===== config.mk =====
export PLATFORM = sky130hd
export DESIGN_NAME = hisoc_test_sequencer
export DESIGN_NICKNAME = d
export VERILOG_FILES = /design/src/rtl/hisoc_test_sequencer.sv
export SDC_FILE = /design/constraint.sdc
export NUM_CORES = 1
export LEC_CHECK = 0
export CORE_MARGIN = 2
export CORE_UTILIZATION = 45
export CTS_BUF_LIST = sky130_fd_sc_hd__clkbuf_16
export DETAILED_ROUTE_END_ITERATION = 8
export GPL_TIMING_DRIVEN = 0
export PLACE_DENSITY = 0.73
export SETUP_SLACK_MARGIN = 0.02
export SLEW_MARGIN = 10
export SYNTH_ARGS = -nofsm -noshare
export SYNTH_HDL_FRONTEND = slang
export SYNTH_SLANG_ARGS = --single-unit

===== constraint.sdc =====
create_clock -name clk -period 2.1 [get_ports clk]
set_clock_uncertainty 0.05 [all_clocks]
set_input_delay 0.315 -clock clk [delete_from_list [all_inputs] [get_ports clk]]
set_output_delay 0.315 -clock clk [all_outputs]
set_load 0.01 [all_outputs]

===== src/rtl/hisoc_test_sequencer.sv =====
// hisoc_test_sequencer
// Streams a program image into the instruction ROM while the core is held in
// reset. It then releases core reset and enable in a fixed order, and watches
// register writebacks for the x26 end-of-test marker. The verdict comes from
// x27 (pass when x27 == 1) and the failing test number comes from x3. A run
// timeout ends a run that never reaches the marker.

module hisoc_test_sequencer #(
  parameter int ADDR_W      = 10,
  parameter int CPU_WIDTH   = 32,
  parameter int SETTLE_CYC  = 5,
  parameter int DRAIN_CYC   = 4,
  parameter int TIMEOUT_CYC = 2000
) (
  input  logic                 clk,
  input  logic                 rst,
  // program word stream
  input  logic                 s_valid,
  output logic                 s_ready,
  input  logic [CPU_WIDTH-1:0] s_data,
  input  logic                 s_last,
  // instruction ROM write port
  output logic                 rom_we,
  output logic [ADDR_W-1:0]    rom_addr,
  output logic [CPU_WIDTH-1:0] rom_wdata,
  // core control
  output logic                 core_rst,
  output logic                 core_enable,
  // writeback observation
  input  logic                 wb_en,
  input  logic [4:0]           wb_rd,
  input  logic [CPU_WIDTH-1:0] wb_data,
  // status
  input  logic                 clear,
  output logic                 busy,
  output logic                 done,
  output logic                 pass,
  output logic                 timeout,
  output logic                 ovf,
  output logic [CPU_WIDTH-1:0] fail_testnum
);

  typedef enum logic [2:0] {IDLE, LOAD, SETTLE, RUN, DRAIN, DONE} state_t;

  // Counter widths carry one spare code so that a zero parameter still
  // yields a legal width.
  localparam int SET_W = $clog2(SETTLE_CYC + 2);
  localparam int DRN_W = $clog2(DRAIN_CYC + 2);
  localparam int RUN_W = $clog2(TIMEOUT_CYC + 2);

  localparam logic [ADDR_W-1:0]    WCNT_MAX  = '1;
  localparam logic [CPU_WIDTH-1:0] WB_ONE    = CPU_WIDTH'(1);
  localparam logic [SET_W-1:0]     SET_LAST  = SET_W'(SETTLE_CYC);
  localparam logic [DRN_W-1:0]     DRN_LAST  = DRN_W'(DRAIN_CYC - 1);
  localparam logic [RUN_W-1:0]     RUN_LAST  = RUN_W'(TIMEOUT_CYC - 1);

  state_t               state;
  logic [ADDR_W-1:0]    wcnt;
  logic [SET_W-1:0]     settle_cnt;
  logic [DRN_W-1:0]     drain_cnt;
  logic [RUN_W-1:0]     run_cnt;
  logic [CPU_WIDTH-1:0] sh_x27;
  logic [CPU_WIDTH-1:0] sh_x3;

  logic                 accept;
  logic                 at_top;
  logic                 wb_live;
  logic                 cap_x27;
  logic                 cap_x3;
  logic                 marker;
  logic [CPU_WIDTH-1:0] x27_now;
  logic [CPU_WIDTH-1:0] x3_now;

  // s_ready is a register that is high exactly in IDLE/LOAD, so the handshake
  // never depends on s_valid.
  assign accept  = s_valid && s_ready;
  assign at_top  = (wcnt == WCNT_MAX);

  // Writebacks only count while the core runs. Register x0 is never observed.
  assign wb_live = wb_en && (wb_rd != 5'd0) && ((state == RUN) || (state == DRAIN));
  assign cap_x27 = wb_live && (wb_rd == 5'd27);
  assign cap_x3  = wb_live && (wb_rd == 5'd3);
  assign marker  = wb_live && (wb_rd == 5'd26) && (wb_data == WB_ONE);

  // The verdict sees a writeback that lands in the final DRAIN cycle.
  assign x27_now = cap_x27 ? wb_data : sh_x27;
  assign x3_now  = cap_x3  ? wb_data : sh_x3;

  // Sequencer FSM with registered control, ROM write and status outputs.
  // NOTE: every register in this block uses non-blocking assignment, so all
  // branches see pre-edge values. Reset is synchronous, so it is handled
  // inside the clocked block rather than in the sensitivity list.
  always_ff @(posedge clk) begin
    if (rst) begin
      state        <= IDLE;
      s_ready      <= 1'b1;
      core_rst     <= 1'b1;
      core_enable  <= 1'b0;
      rom_we       <= 1'b0;
      rom_addr     <= '0;
      rom_wdata    <= '0;
      busy         <= 1'b0;
      done         <= 1'b0;
      pass         <= 1'b0;
      timeout      <= 1'b0;
      ovf          <= 1'b0;
      fail_testnum <= '0;
      wcnt         <= '0;
      settle_cnt   <= '0;
      drain_cnt    <= '0;
      run_cnt      <= '0;
      sh_x27       <= '0;
      sh_x3        <= '0;
    end else begin
      // ROM write lags the accepted beat by one cycle.
      rom_we <= accept;
      if (accept) begin
        rom_addr  <= wcnt;
        rom_wdata <= s_data;
        if (!at_top) begin
          wcnt <= wcnt + 1'b1;
        end
      end

      if (cap_x27) begin
        sh_x27 <= wb_data;
      end
      if (cap_x3) begin
        sh_x3 <= wb_data;
      end

      case (state)
        IDLE, LOAD: begin
          if (accept) begin
            busy <= 1'b1;
            if (s_last || at_top) begin
              // The top address is always the final word of the image.
              state      <= SETTLE;
              s_ready    <= 1'b0;
              settle_cnt <= '0;
              if (!s_last) begin
                ovf <= 1'b1;
              end
            end else begin
              state <= LOAD;
            end
          end
        end

        SETTLE: begin
          // The first SETTLE cycle keeps core reset so the last ROM write
          // lands while the core is still held in reset.
          core_rst <= 1'b0;
          if (settle_cnt == SET_LAST) begin
            state       <= RUN;
            core_enable <= 1'b1;
          end else begin
            settle_cnt <= settle_cnt + 1'b1;
          end
        end

        RUN: begin
          if (marker) begin
            state     <= DRAIN;
            drain_cnt <= '0;
          end else if (run_cnt == RUN_LAST) begin
            state       <= DONE;
            timeout     <= 1'b1;
            pass        <= 1'b0;
            core_enable <= 1'b0;
            busy        <= 1'b0;
            done        <= 1'b1;
          end else begin
            run_cnt <= run_cnt + 1'b1;
          end
        end

        DRAIN: begin
          if (drain_cnt == DRN_LAST) begin
            state        <= DONE;
            pass         <= (x27_now == WB_ONE);
            fail_testnum <= x3_now;
            core_enable  <= 1'b0;
            busy         <= 1'b0;
            done         <= 1'b1;
          end else begin
            drain_cnt <= drain_cnt + 1'b1;
          end
        end

        DONE: begin
          if (clear) begin
            state        <= IDLE;
            s_ready      <= 1'b1;
            core_rst     <= 1'b1;
            done         <= 1'b0;
            wcnt         <= '0;
            run_cnt      <= '0;
            sh_x27       <= '0;
            sh_x3        <= '0;
            ovf          <= 1'b0;
            pass         <= 1'b0;
            timeout      <= 1'b0;
            fail_testnum <= '0;
          end
        end

        default: begin
          state <= IDLE;
        end
      endcase
    end
  end

endmodule


# Word level (Yosys, flattened, before mapping)
# Index checks and enable logic that the tools add are counted.
# op_classes
add_sub_neg	4
eq_ne	27
muxes	56
n_reduce_logical	33
# op_table
operator	count
32-bit two-way mux	8
32-bit by 1-bit equality test with 1-bit output (second input constant)	2
32-bit one-hot mux with 2 select lines	1
10-bit two-way mux	4
11-bit two-way mux	3
3-bit two-way mux	11
5-bit AND reduction	5
11-bit one-hot mux with 2 select lines	1
2-bit inequality test (second input constant)	10
1-bit two-way mux	16
4-bit AND reduction	4
3-bit one-hot mux with 5 select lines	1
1-bit one-hot mux with 3 select lines	4
3-bit one-hot mux with 2 select lines	2
2-bit nonzero test	6
11-bit by 1-bit adder with 11-bit output (second input constant)	1
11-bit equality test (second input constant)	1
10-bit by 1-bit adder with 10-bit output (second input constant)	1
10-bit equality test (second input constant)	1
5-bit equality test (second input constant)	2
3-bit by 2-bit equality test with 1-bit output (second input constant)	3
3-bit equality test (second input constant)	3
3-bit nonzero test	3
1-bit one-hot mux with 2 select lines	4
other kinds (13)	23
# word_totals
register_bits	177
inputBits	75
output_inout_bits	83
word_cells	139

# Logic depth before layout (Yosys ltp)
# Gate-level depths: netlist of run 1.
# depth
ltp_word	8
depth_mapped	8
mapped_depth_nobuf	7

# Least setup slack after synthesis of run 1
# Ideal clock, no wire load.
# synth_timing
path_kind	reg2reg
start	register state[2]
end	register fail_testnum[10]
setup_ps	126
arrival_time_ps	1887
required_time_ps	1924
slack_ps	37
stages_incl_launch_ff	9
n_path_buf	3
synth_period_minus_slack_ps	2063
path_cell_list	dfxtp_1 -> or3b_1 -> buf_2 -> nand2_4 -> or4b_1 -> buf_2 -> buf_6 -> mux2i_1 -> o21ai_1
# synth_via
elab_chain_cells	7
word_cells_on_any_way	13
cone_classes	eq/ne (5); mux (3); reduce/logical (5)
# synth_lines
element	line	rtl
start: declaration	57	state_t state;
start signal: assignment	95	state <= IDLE;
start signal: assignment	138	state <= SETTLE;
start signal: assignment	145	state <= LOAD;
3-bit by 2-bit equality test with 1-bit output or 3-bit equality test (tied branches)	80, 132	
1-bit logical OR	80	assign wb_live = wb_en && (wb_rd != 5'd0) && ((state == RUN) || (state == DRAIN));
1-bit logical AND	80	
1-bit logical AND	82	assign cap_x3 = wb_live && (wb_rd == 5'd3);
32-bit two-way mux	87	assign x3_now = cap_x3 ? wb_data : sh_x3;
32-bit two-way mux	179	if (drain_cnt == DRN_LAST) begin
32-bit one-hot mux with 2 select lines	132	case (state)
end signal: assignment	182	fail_testnum <= x3_now;
end: declaration	40	output logic [CPU_WIDTH-1:0] fail_testnum
# Parallel ways exist; a longest one is shown, timed or not. The select of a mux whose other input is x is not followed.
# A chain may end at the register's enable or synchronous reset.

# Final worst setup path of run 1
# layout_timing
start	input port wb_data[0]
end	register run_cnt[5]
# layout_via
elab_chain_cells	4
# layout_lines
element	line	rtl
start: declaration	32	input logic [CPU_WIDTH-1:0] wb_data,
32-bit by 1-bit equality test with 1-bit output	83	assign marker = wb_live && (wb_rd == 5'd26) && (wb_data == WB_ONE);
1-bit logical AND	83	
2-bit inequality test (no line)	--	
4-bit AND reduction (no line)	--	
end signal: assignment	174	run_cnt <= run_cnt + 1'b1;
end: declaration	61	logic [RUN_W-1:0] run_cnt;
# Every way passes these cells.

==> results of run 1 <==
-- report_power, final --
part / internal, mW / switching (mW) / leakage, nW
Sequential: 3.42 / 0.0404 / 1.43
Combinational: 0.328 / 0.340 / 1.77
Clock: 1.96 / 1.29 / 0.297
Total: 5.71 / 1.67 / 3.50
-- registers in the layout, summed over array words and instances (netlist names), 3 cells and up --
name / flops
settle_cnt: 3
drain_cnt: 3
sh_x27: 32
sh_x3: 32
state: 3
rom_wdata: 32
rom_addr: 10
wcnt: 10
run_cnt: 11
fail_testnum: 32
-- Yosys cell counts (3+ instances only) --
library cell,number
nand4_1,9
nand2_1,204
nor4b_1,3
nand2b_1,4
a211oi_1,3
nor3_1,8
buf_6,3
or3b_2,4
clkbuf_1,40
xor2_1,5
or3_1,6
o31ai_1,5
a31oi_1,6
buf_2,4
ha_1,6
nor2_1,56
buf_1,3
inv_1,7
o21ai_0,8
mux2_2,3
o21ai_1,32
a21oi_1,91
dfxtp_1,177
mux2i_1,37
or2_2,3
nor4_1,18
or4_1,6
nand3_1,11
-- tightest hold or removal path, stage by stage --
cell      delay (ns)
clkbuf_1        0.20
nor2b_1         0.15
mux2_2          0.14
-- timing repair --
action	in CTS	in global routing
pin swaps	34	16
gates cloned	2	1
hold buffers	0	0
setup buffers	13	0
setup endpoints to repair	120	123
gates resized for setup	73	57
-- cell type report --
class	count	area, sq um
plain buffers	47	289
clock buffers	17	425
clock inverters	15	175
fillers	1154	4700
inverters	7	26.3
multi-input cells	558	3430
flip-flops and latches	177	3550
well taps	184	230
repair buffers	172	1760
-- metal layers --
layer,up-vias,part of all wire (%),GRT usage [%]
li1,3090,-,-
met1,2911,43,29.3
met2,170,49,37.4
met3,30,5.8,5.48
met4,0,2.0,8.73
met5,-,0,0
-- per-stage QoR --
| step | TNS (ns) | power [mW] |
|---|---|---|
| after floorplan | 0 | 3.80 |
| after global placement | -31.71 | 4.15 |
| after detailed placement | -33.25 | 4.15 |
| after CTS | -0.567 | 7.40 |
| after global routing | -2.71 | 7.63 |
| final | -0.114 | 7.38 |
-- worst min path at each step --
stage	startpoint	endpoint	slack (ns)	cells past startpoint
CTS	rst	core_enable	0.35	3
floorplan	sh_x27[0]	sh_x27[0]	0.38	2
global route	s_data[25]	rom_wdata[25]	0.39	3
finish	rst	core_enable	0.36	3
detailed placement	fail_testnum[8]	fail_testnum[8]	0.39	2
global placement	core_rst	core_rst	0.38	2
-- cell families after synthesis --
kind of cell             after synthesis  synth area share (%)
adder cells (fa/ha/maj)                6                  1.11
flip-flops                           177                  52.5
multiplexers                          40                  5.99
buffers and inverters                 57                  3.58
AO/OA/AOI/OAI                        157                  12.8
XOR/XNOR                               7                 0.909
AND/OR/NAND/NOR                      348                  23.1
==> metrics, run 1 <==
register-to-register setup slack -0.03 ns; max-slew violations 0; number of diodes 0; vias in the first global route 5948; Worst path slowest cell clkdlybuf4s50_1; r2r startpoint state[2]; outcome complete, but fails checks; # port buffers ~160; dpl ws -0.594 ns; post-synth top area cell dfxtp_1; Post-synth EDFFs 0; Clock transition at path regs roughly 0.060 ns; DRC viols 0; placed insts roughly 1100; DRT iter0 DRCs between 300 and 400; Area Overhead vs Synth 46.5%; crit-path leading delay family simple AND/OR/NAND/NOR gates; Async SR Flop Fraction 0%; Slew Limit Headroom between 30% and 40%; GPL Wtd Cong between 0.8 and 0.9; all-layer global routing usage 22.8%; commonest non-fill, non-tap cells in the layout 204 x nand2_1, 175 x dfxtp_1, 156 x clkdlybuf4s50_1; Setup WS post-layout -0.0291 ns; starting density of the core 46.3%; CP Data Required Time between 2 and 2.5 ns; Via density 5.27; Synth cell types 50; Num CTS Buffers 17; DRT Pass-1 Iters 5; commonest non-fill, non-tap cell in the layout nand2_1; Buffers & Inverters on Critical Path 3; Syn Nets ~870; CP endpoint run_cnt[5]; DR WL/cell between 15 and 20 microns; first-pass GRT wire length between 20 and 30 mm; Max VDD drop about 0.58 mV; Seq/Total Area, Yosys roughly 53%; # nets final 1061; startpoint types primary input; total congestion overflow 0; Die ar. 16000 sq um; fin util slightly below 70%; min cycle time layout 2.13 ns; crit path cell chain clkdlybuf4s50_1 > nor4b_1 > and4_1 > and3_4 > buf_6 > buf_4 > or4_1 > a21oi_1; Max H-tree Level 4; height of the die approximately 130 microns; clk buf depth 2; setup violators final 6; CTS sink count 177; CTS tree yes; CP max FO 8; Hold Crit Class in -> reg; DP HPWL approximately 12 mm; post-synth top area share a little over half; Warnings, synthesis 0; die span in x between 100 and 150 microns; Hold Vio Cnt, Final 0; PwrDens roughly 750 nW/um^2; measured slew at the worst slew-check pin around 0.96 ns; Root Buffer clkbuf_16; MaxCap Viol Count 0; Setup crit end kind flop; WHS around 0.36 ns; Skew-Pair Late Insertion Delay 0.43 ns; Post-Layout Inst Area 9880 sq um; Critical Path Source wb_data[0]; P_leak about 3.5 nW; CP arrival between 2 and 2.5 ns; row cnt 44; Largest stage delay, worst path roughly 0.53 ns; worst r2r path cells 7; antenna violations before repair 0; FF+latch count, synth between 150 and 200; Avg Cell Area, Syn roughly 8.5 sq um; ys flop type dfxtp_1; I/O pin total around 160; Syn Std Cell Area slightly below 7000 sq um; Core ar. 14600 sq um; routed wire length about 19 mm; critical path class in -> reg; placed cell area between 8000 and 9000 sq um; failing checks negative setup slack; fmax around 470 MHz; unrepaired setup endpoints after global routing yes; maximum number of pins on one net before global-route repair 17; Crit path depth 8; reg-to-reg endpoint sh_x3[3]; Synth Instances about 790; Synth area leaders dfxtp_1 53%, nand2_1 11%, a21oi_1 6.7%; final cell count without fillers approximately 1200; share of layout cells above drive strength 1 13.2%; via count approximately 6200; final worst-path cycle share 101%; antenna viol nets, final 0
No activity file was read; power rests on OpenSTA's default activity.
==> run 2: changes to the inputs <==
--- a/config.mk
+++ b/config.mk
@@ -10,7 +10,7 @@
 export CTS_BUF_LIST = sky130_fd_sc_hd__clkbuf_16
 export DETAILED_ROUTE_END_ITERATION = 8
 export GPL_TIMING_DRIVEN = 0
-export PLACE_DENSITY = 0.73
+export PLACE_DENSITY = 0.76
 export SETUP_SLACK_MARGIN = 0.02
 export SLEW_MARGIN = 10
 export SYNTH_ARGS = -nofsm -noshare
==> metrics, run 2 (same netlist as run 1, synthesis figures left out) <==
all-layer global routing usage around 22%; first-pass GRT wire length approximately 29 mm; Layout fillers 1123; outcome finished clean; routed wire length 18.5 mm; clk buf depth 2; critical path class reg -> reg; startpoint types flop; Fin Setup TNS 0 ns; DRT Pass-1 Iters 5; final worst-path cycle share ~100%; Post-Layout Inst Area a little under 10000 sq um; total power ~7.1 mW; dpl ws -0.596 ns; P_leak 3.45 nW; DP HPWL 12.3 mm; height of the die around 130 microns; Buffers & Inverters on Critical Path 4; starting density of the core between 40% and 50%; Hold Vio Cnt, Final 0; PwrDens around 730 nW/um^2; commonest non-fill, non-tap cells in the layout 204 x nand2_1, 174 x dfxtp_1, 156 x clkdlybuf4s50_1; CP arrival approximately 2.4 ns; CTS tree yes; setup violators final 0; Num CTS Buffers 17; maximum number of pins on one net before global-route repair 19; min cycle time layout around 2.1 ns; CTS sink count around 180; vias in the first global route 5762; placed insts about 1100; row cnt 44; area occupied by registers around 3500 sq um; Worst path slowest cell or4b_4; CP Data Required Time ~2.4 ns; Max H-tree Level 4; # nets final about 1100; Core ar. around 15000 sq um; Area Overhead vs Synth 45.2%; Max VDD drop between 0.5 and 0.6 mV; crit path cell chain buf_4 > nand3b_1 > buf_6 > nand2_4 > or4b_4 > buf_12 > buf_16 > mux2i_4 > o21ai_1; die span in x 126 microns; Clock transition at path regs ~0.06 ns; via count roughly 6200; Slew Limit Headroom approximately two thirds; multi-input logic area 3410 sq um; DR WL/cell approximately 16 microns; Root Buffer clkbuf_16; share of layout cells above drive strength 1 13.0%; Setup WS post-layout 0.00971 ns; DRC viols 0; total congestion overflow 0; placed cell area between 8000 and 9000 sq um; final cell count without fillers roughly 1200; antenna violations before repair 0; Skew-Pair Late Insertion Delay 0.43 ns; Die ar. about 16000 sq um; DRT iter0 DRCs 486; antenna viol nets, final 0; GPL Wtd Cong just under 0.9; I/O pin total around 160; # port buffers 156; fin util 67.2%; Via density approximately 5.3; Largest stage delay, worst path ~0.47 ns; fmax 478 MHz; Setup crit end kind flop; CP max FO 7; crit-path leading delay family simple AND/OR/NAND/NOR gates; commonest non-fill, non-tap cell in the layout nand2_1; measured slew at the worst slew-check pin about 0.52 ns; Hold Crit Class in -> reg; WHS between 0.3 and 0.4 ns; unrepaired setup endpoints after global routing yes; MaxCap Viol Count 0; max-slew violations 0
[run 2: final timing paths]
check	startpoint	end	slack, ns	cells past startpoint
setup / recovery	state[2]	fail_testnum[29]	0.01	9
hold / removal	s_data[9]	rom_wdata[9]	0.38	3
setup reg to reg	state[2]	fail_testnum[29]	0.01	9
hold reg to reg	fail_testnum[3]	fail_testnum[3]	0.40	2
[run 2: power breakdown]
part           leakage [nW]  switching [mW]  internal (mW)
sequential             1.43          0.0397           3.43
clock                 0.273            1.28           1.72
combinational          1.74           0.343          0.334
total                  3.45            1.66           5.48
[run 2: worst register-to-register path, stage by stage (launching register included)]
cell and delay, ns:
dfxtp_2 0.32, buf_4 0.14, nand3b_1 0.16, buf_6 0.14
nand2_4 0.06, or4b_4 0.47, buf_12 0.18, buf_16 0.15
mux2i_4 0.19, o21ai_1 0.14
[run 2: final cells by class]
| type | instances | area share [%] |
|---|---|---|
| Clock inverter | 14 | 1.29 |
| Clock buffer | 17 | 4.34 |
| Multi-Input combinational cell | 558 | 34.8 |
| Tap cell | 184 | 2.35 |
| Inverter | 7 | 0.268 |
| Timing Repair Buffer | 171 | 17.7 |
| Antenna cell | 1 | 0.0255 |
| Buffer | 47 | 2.99 |
| Sequential cell | 177 | 36.2 |
[run 2: metal layers]
metal,global-route usage (%),share of wire (%),vias to the layer above
met1,29.3,44,2922
li1,-,-,3096
met3,5.02,5.0,36
met4,8.86,2.4,0
met2,35.6,48,172
met5,0,0,-
[run 2: timing repair]
item / 4_1_cts / 5_1_grt
hold buffers: 0 / 0
setup buffers: 10 / 2
resized for setup: 62 / 67
setup endpoints to repair: 119 / 122
pin swaps: 24 / 21
cloned: 1 / 2
